### config.mk
export PLATFORM = sky130hd
export DESIGN_NAME = fetch_stage_flat
export DESIGN_NICKNAME = d
export VERILOG_FILES = /design/src/rtl/fetch_stage_if.sv /design/src/rtl/fetch_stage.sv /design/src/flat_wrapper.sv
export SDC_FILE = /design/constraint.sdc
export NUM_CORES = 1
export LEC_CHECK = 0
export ABC_AREA = 1
export BUFFER_PORTS_ARGS = -buffer_cell sky130_fd_sc_hd__buf_2
export CORE_MARGIN = 5
export CORE_UTILIZATION = 46
export CTS_CLUSTER_SIZE = 24
export DETAILED_ROUTE_END_ITERATION = 6
export PLACE_DENSITY = 0.67
export SYNTH_ARGS = -nofsm -noshare
export SYNTH_HDL_FRONTEND = slang
export SYNTH_SLANG_ARGS = --single-unit
export TNS_END_PERCENT = 20
### constraint.sdc
create_clock -name clk -period 5.7 [get_ports clk]
set_clock_uncertainty 0.1 [all_clocks]
set_input_delay 0.855 -clock clk [delete_from_list [all_inputs] [get_ports clk]]
set_output_delay 0.855 -clock clk [all_outputs]
set_load 0.02 [all_outputs]
### src/rtl/fetch_stage_if.sv
// Instruction-memory request/response bus between the fetch stage (master)
// and instruction memory (slave). It allows one outstanding request at a time.
interface fetch_stage_if #(
  parameter int DATA_WIDTH = 32
);
  logic                  imem_req;
  logic [DATA_WIDTH-1:0] imem_addr;
  logic                  imem_rvalid;
  logic [DATA_WIDTH-1:0] imem_rdata;

  modport master (output imem_req, imem_addr, input  imem_rvalid, imem_rdata);
  modport slave  (input  imem_req, imem_addr, output imem_rvalid, imem_rdata);
endinterface

### src/rtl/fetch_stage.sv
// PC/fetch stage in front of IF/ID. It keeps one outstanding imem request and a
// one-entry output slot, handles execute redirects, and drives NOP bubbles when the slot is empty.
module fetch_stage #(
  parameter int                    DATA_WIDTH = 32,
  parameter logic [DATA_WIDTH-1:0] RESET_PC   = '0,
  parameter logic [DATA_WIDTH-1:0] NOP_INSTR  = DATA_WIDTH'(32'h0000_0013)
) (
  input  logic                  clk,
  input  logic                  rst,
  input  logic                  stall,
  input  logic                  PCSrcE,
  input  logic [DATA_WIDTH-1:0] PCTargetE,
  fetch_stage_if.master         imem,
  output logic [DATA_WIDTH-1:0] InstrF,
  output logic [DATA_WIDTH-1:0] PCF,
  output logic [DATA_WIDTH-1:0] PC_PlusF,
  output logic                  fetch_valid
);

  localparam logic [DATA_WIDTH-1:0] PC_INC = DATA_WIDTH'(4);

  typedef enum logic [1:0] {IDLE, WAIT, DISCARD} state_t;

  state_t                state_q, state_d;
  logic [DATA_WIDTH-1:0] fetch_pc_q, fetch_pc_d;
  logic [DATA_WIDTH-1:0] req_pc_q, req_pc_d;
  logic                  slot_valid_q, slot_valid_d;
  logic [DATA_WIDTH-1:0] slot_instr_q, slot_instr_d;
  logic [DATA_WIDTH-1:0] slot_pc_q, slot_pc_d;
  logic                  req_ok;

  // A request issues only when the slot is empty or is being consumed this edge.
  // This guarantees the slot is free when the response arrives.
  assign req_ok = (state_q == IDLE) && !PCSrcE && (!slot_valid_q || !stall);

  assign imem.imem_req  = req_ok && !rst;
  assign imem.imem_addr = fetch_pc_q;

  always_comb begin
    state_d      = state_q;
    fetch_pc_d   = fetch_pc_q;
    req_pc_d     = req_pc_q;
    slot_valid_d = slot_valid_q;
    slot_instr_d = slot_instr_q;
    slot_pc_d    = slot_pc_q;

    if (!stall && slot_valid_q) slot_valid_d = 1'b0;

    if (PCSrcE) begin
      // A redirect takes priority over everything. A response that lands now, or
      // that is still in flight, belongs to the wrong path.
      fetch_pc_d   = {PCTargetE[DATA_WIDTH-1:2], 2'b00};
      slot_valid_d = 1'b0;
      if (state_q == WAIT) state_d = imem.imem_rvalid ? IDLE : DISCARD;
    end else begin
      unique case (state_q)
        IDLE: begin
          if (req_ok) begin
            state_d    = WAIT;
            req_pc_d   = fetch_pc_q;
            fetch_pc_d = fetch_pc_q + PC_INC;
          end
        end
        WAIT: begin
          if (imem.imem_rvalid) begin
            state_d      = IDLE;
            slot_valid_d = 1'b1;
            slot_instr_d = imem.imem_rdata;
            slot_pc_d    = req_pc_q;
          end
        end
        DISCARD: begin
          if (imem.imem_rvalid) state_d = IDLE;
        end
        default: state_d = IDLE;
      endcase
    end
  end

  always_ff @(posedge clk or posedge rst) begin
    if (rst) begin
      state_q      <= IDLE;
      fetch_pc_q   <= RESET_PC;
      req_pc_q     <= '0;
      slot_valid_q <= 1'b0;
      slot_instr_q <= NOP_INSTR;
      slot_pc_q    <= '0;
    end else begin
      state_q      <= state_d;
      fetch_pc_q   <= fetch_pc_d;
      req_pc_q     <= req_pc_d;
      slot_valid_q <= slot_valid_d;
      slot_instr_q <= slot_instr_d;
      slot_pc_q    <= slot_pc_d;
    end
  end

  always_comb begin
    if (slot_valid_q) begin
      InstrF      = slot_instr_q;
      PCF         = slot_pc_q;
      PC_PlusF    = slot_pc_q + PC_INC;
      fetch_valid = 1'b1;
    end else begin
      InstrF      = NOP_INSTR;
      PCF         = '0;
      PC_PlusF    = '0;
      fetch_valid = 1'b0;
    end
  end

endmodule

### src/flat_wrapper.sv
// flat-port wrapper written by rule: the top's interface ports become plain ports
module fetch_stage_flat 
#(
  parameter int                    DATA_WIDTH = 32,
  parameter logic [DATA_WIDTH-1:0] RESET_PC   = '0,
  parameter logic [DATA_WIDTH-1:0] NOP_INSTR  = DATA_WIDTH'(32'h0000_0013)
)
  (clk, rst, stall, PCSrcE, PCTargetE, InstrF, PCF, PC_PlusF, fetch_valid, imem_imem_req, imem_imem_addr, imem_imem_rvalid, imem_imem_rdata);
  fetch_stage_if #(.DATA_WIDTH(DATA_WIDTH)) imem_i ();
  input  logic clk;
  input  logic rst;
  input  logic stall;
  input  logic PCSrcE;
  input  logic [DATA_WIDTH-1:0] PCTargetE;
  output logic [DATA_WIDTH-1:0] InstrF;
  output logic [DATA_WIDTH-1:0] PCF;
  output logic [DATA_WIDTH-1:0] PC_PlusF;
  output logic fetch_valid;
  output wire logic [$bits(imem_i.imem_req)-1:0] imem_imem_req;
  output wire logic [$bits(imem_i.imem_addr)-1:0] imem_imem_addr;
  input wire logic [$bits(imem_i.imem_rvalid)-1:0] imem_imem_rvalid;
  input wire logic [$bits(imem_i.imem_rdata)-1:0] imem_imem_rdata;
  assign imem_imem_req = imem_i.imem_req;
  assign imem_imem_addr = imem_i.imem_addr;
  assign imem_i.imem_rvalid = imem_imem_rvalid;
  assign imem_i.imem_rdata = imem_imem_rdata;
  fetch_stage #(.DATA_WIDTH(DATA_WIDTH), .RESET_PC(RESET_PC), .NOP_INSTR(NOP_INSTR)) u_core (.clk(clk), .rst(rst), .stall(stall), .PCSrcE(PCSrcE), .PCTargetE(PCTargetE), .imem(imem_i), .InstrF(InstrF), .PCF(PCF), .PC_PlusF(PC_PlusF), .fetch_valid(fetch_valid));
endmodule
======== Word level (Yosys, flattened, before mapping) ========
Index checks and enable logic that the tools add are counted.
storage, ports and cells
  word-level logic and storage cells ...... 48
  output and inout port bits .............. 130
  bits of input ports ..................... 69
  register bits ........................... 131
cells by class
  muxes and demuxes ....................... 17
  reductions and logical operators ........ 17
  bitwise operators ....................... 1
  add/subtract/negate cells ............... 2
  eq/ne operators ......................... 5
operators by type and width
  cell                                                                     number
  32-bit two-way mux                                                       6
  32-bit by 3-bit adder with 32-bit output, second input constant          2
  2-bit two-way mux                                                        5
  3-bit AND reduction                                                      3
  1-bit two-way mux                                                        5
  1-bit logical AND                                                        4
  1-bit logical NOT                                                        4
  2-bit one-hot mux with 2 select lines                                    1
  2-bit nonzero test                                                       2
  3-bit by 1-bit inequality test with 1-bit output, second input constant  1
  3-bit by 2-bit inequality test with 1-bit output, second input constant  1
  2-bit by 1-bit == test with 1-bit output, second input constant          1
  2-bit == test, second input constant                                     1
  2-bit logical NOT                                                        1
  2-bit by 1-bit inequality test with 1-bit output, second input constant  1
  2-bit AND reduction                                                      1
  2-bit OR reduction                                                       1
  1-bit logical OR                                                         1
  1-bit inverter                                                           1

======== Depth between registers and ports, before layout ========
  word-level depth ........................ 6
  mapped depth ............................ 10
  gate-level depth less buffers ........... 10

======== Worst setup path after synthesis ========
No wires, ideal clock.
  kind .................................... input-to-output
  start ................................... input port PCSrcE
  end ..................................... output port imem_imem_req
  data required time ...................... 4745 ps
  buffers on the path ..................... 2
  stages .................................. 7
  arrival time ............................ 1801 ps
  setup slack ............................. 2944 ps
  path through ............................ buf_6 > clkinv_2 > nand2_2 > nor2_4 > inv_2 > clkbuf_1 > nor2_1
on the way
  cells in the longest elaborated chain, start to end .. 4
RTL lines
  item                             line                RTL
  start: declaration               flat_wrapper.sv:13  input logic PCSrcE;
  1-bit logical NOT                fetch_stage.sv:34   assign req_ok = (state_q == IDLE) && !PCSrcE && (!slot_valid_q || !stall);
  1-bit logical AND (2 in series)  fetch_stage.sv:34
  1-bit logical AND                fetch_stage.sv:36   assign imem.imem_req = req_ok && !rst;
  end: declaration                 flat_wrapper.sv:19  output wire logic [$bits(imem_i.imem_req)-1:0] imem_imem_req;
Every way passes these cells.

======== Final worst setup path ========
Same ends and word-level chain as after synthesis.

==> impl_metrics.json <==
{
  "max_freq_mhz": 283,
  "antenna_found_initial": 0,
  "timing.reg2reg.setup_slack_ps": 3280,
  "drive_above_1_share": 0.245,
  "final_util": 0.570,
  "rr_startpoint": "u_core.slot_valid_q",
  "cts_setup_buffers": 0,
  "wl_per_cell_um": 14.0,
  "place_congestion": 0.928,
  "r2r-end": "u_core.imem.imem_addr[12]",
  "ys_seq_area_frac": 0.425,
  "crit_arrival_ps": 2580,
  "cts_hold_buffers": 0,
  "antennaDiodeCount": 0,
  "grt_first_pass_wirelength_mm": 32.6,
  "start_kind": "input pin",
  "syn_area_per_cell_um2": 7.21,
  "finalCritPeriodShare": 0.621,
  "core-area_mm2": 0.0158,
  "grt_pass1_vias": 6494,
  "vias": 6812,
  "routed_wl_mm": 20.0,
  "routed_via_density": 4.77,
  "drt_iter0_drc": 438,
  "nNetsFinal": 1272,
  "synth_area_mm2": 0.00737,
  "ys.flop_type": "dfrtp_1",
  "setup_viol": 0,
  "required_ps": 4740,
  "slew_viol_final": 0,
  "clock-sinks": 125,
  "hpwl_mm": 15.0,
  "criticalPathCategory": "in2out",
  "cp-startpoint": "PCSrcE",
  "synth_edf_count": 0,
  "leakagePower_nw": 5.18,
  "reg2reg_depth": 9,
  "async_flop_share": 1.00,
  "rows": 46,
  "cp_max_fo": 47,
  "gr-total-overflow": 0,
  "design_area_mm2": 0.00902,
  "rsz0062_at_grt": "no",
  "yosysWarnings": 0,
  "ant_nets": 0,
  "htree_levels": 4,
  "status": "finished, final reports clean",
  "hold_viol_final": 0,
  "cts.path.max_buffers": 2,
  "io_buffers": 190,
  "synthCells": 1023,
  "ctsRootBufferMaster": "clkbuf_16",
  "syn_to_final_growth_pct": 22.4,
  "grt_use_total": 0.220,
  "irDropWorstVdd_mv": 0.253,
  "worstHoldEndpoint": "u_core.slot_instr_q[4]",
  "die_w_um": 137,
  "cp-end-kind": "output pin",
  "drv_cap": 0,
  "hp-class": "reg2reg",
  "fin_crit_ps": 3540,
  "hold_start": "u_core.slot_instr_q[4]",
  "tightest_slew_ps": 990,
  "die_y_um": 137,
  "synth-seq-cells": 125,
  "min_path_cells": 2,
  "power_density_mw_per_mm2": 479,
  "synthDistinctLibCells": 43,
  "cts_tree": "yes",
  "die-area_mm2": 0.0187,
  "dr.pass1.iters": 5,
  "clock_latency_ps": 410,
  "clkSlewWorstSetupHoldPaths_ps": 50,
  "slew-limit-headroom": 0.340,
  "io_pins": 199,
  "cts_buffers": 17,
  "drcViolationCount": 0,
  "fin_setup_tns_ps": 0,
  "initial_core_util": 0.466,
  "grt_max_degree": 76,
  "postPlaceCellArea_mm2": 0.00841,
  "cts_resized": 0
}
## layer usage
metal,vias up,part of all wire,track usage
met5,-,0,0
met4,0,0.013,0.0644
met3,17,0.063,0.0426
met2,210,0.45,0.337
met1,3072,0.48,0.319
li1,3513,-,-
## cells in the final DEF, fill, tap and decap left out, types with 5 or more instances in the layout
| cell | count |
|---|---|
| buf_4 | 5 |
| inv_2 | 9 |
| nor3_1 | 11 |
| a21oi_1 | 45 |
| conb_1 | 6 |
| clkbuf_16 | 17 |
| nand2_2 | 5 |
| mux2_2 | 12 |
| mux2_4 | 20 |
| nand2_1 | 321 |
| o21ai_0 | 37 |
| o21ai_1 | 22 |
| xor2_1 | 6 |
| buf_2 | 190 |
| nand3_1 | 47 |
| dfrtp_1 | 121 |
| o211ai_1 | 5 |
| nor2_1 | 132 |
| inv_1 | 139 |
| nor2_2 | 8 |
| clkinv_2 | 5 |
## report_power, final
group | leakage [nW] | switching, mW | internal [mW]
Sequential | 1.49 | 0.390 | 1.29
Combinational | 3.39 | 0.970 | 0.566
Clock | 0.291 | 0.388 | 0.719
## per-stage QoR
stage	cells	setup WS (ps)	power (mW)	hold WS, ps
after floorplan	1028	1420	2.72	349
after global placement	1396	2100	3.18	361
after detailed placement	1396	2050	3.23	364
after CTS	1428	2100	4.35	373
after global routing	1428	1970	4.65	395
final	1428	2160	4.32	371
## cells by family after synthesis
logic type	Yosys count	share of synthesized area
compound gates	119	0.0855
xor+xnor	8	0.00950
fa+ha+maj	4	0.00679
buf+inv	195	0.111
flops	125	0.425
mux	32	0.0591
other cells	1	0.000509
simple gates	539	0.303
## final cells by class
class	count	area, um2
clock inverters	11	140
clock buffers	21	470
inverters	152	574
repair buffers	195	988
flip-flops and latches	125	3130
fillers	1576	6800
multi-input cells	708	3450
well taps	216	270
## sequential cells by signal (all words and copies together) (netlist names)
register               flops
u_core.slot_valid_q        1
u_core.imem.imem_addr     30
u_core.req_pc_q           30
u_core.slot_instr_q       32
u_core.slot_pc_q          30
u_core.state_q             2
## critical path, cell delays in order
cell and delay, ps:
buf_2 400, clkinv_2 660, nand2_2 290, nor2_4 120
inv_2 70, nor2_1 30, buf_2 150
## synth_stat cells, types with 2 or more instances
library cell	number	area [um2]
xor2_1	6	52.6
inv_2	9	33.8
buf_1	6	22.5
inv_1	140	526
xnor2_1	2	17.5
buf_4	6	45.0
nor2_1	132	495
a31oi_1	3	18.8
nand3_2	2	20.0
o211ai_1	5	37.5
o21ai_0	37	185
clkinv_1	2	7.51
mux2_2	12	135
a21oi_1	45	225
nor3_2	2	20.0
ha_1	4	50.1
o21ai_1	22	110
nor3_1	11	55.1
dfstp_2	3	78.8
nand2_1	321	1200
nand3b_1	2	15.0
nor2_4	4	45.0
a211oi_1	2	15.0
nand2_2	5	31.3
buf_6	6	67.6
nand3_1	47	235
clkbuf_1	11	41.3
nor2_2	8	50.1
buf_2	14	70.1
dfrtp_1	122	3050
mux2_4	20	300
## how the worst max path moves through the flow
stage / to / slack [ps] / depth (start not counted)
floorplan: u_core.imem.imem_addr[10] / 1420 / 1
global placement: u_core.slot_pc_q[19] / 2100 / 6
detailed placement: u_core.slot_pc_q[15] / 2050 / 6
CTS: PC_PlusF[15] / 2100 / 4
global route: PC_PlusF[4] / 1970 / 4
finish: imem_imem_req / 2160 / 7
(Power assumes the default switching activity.)
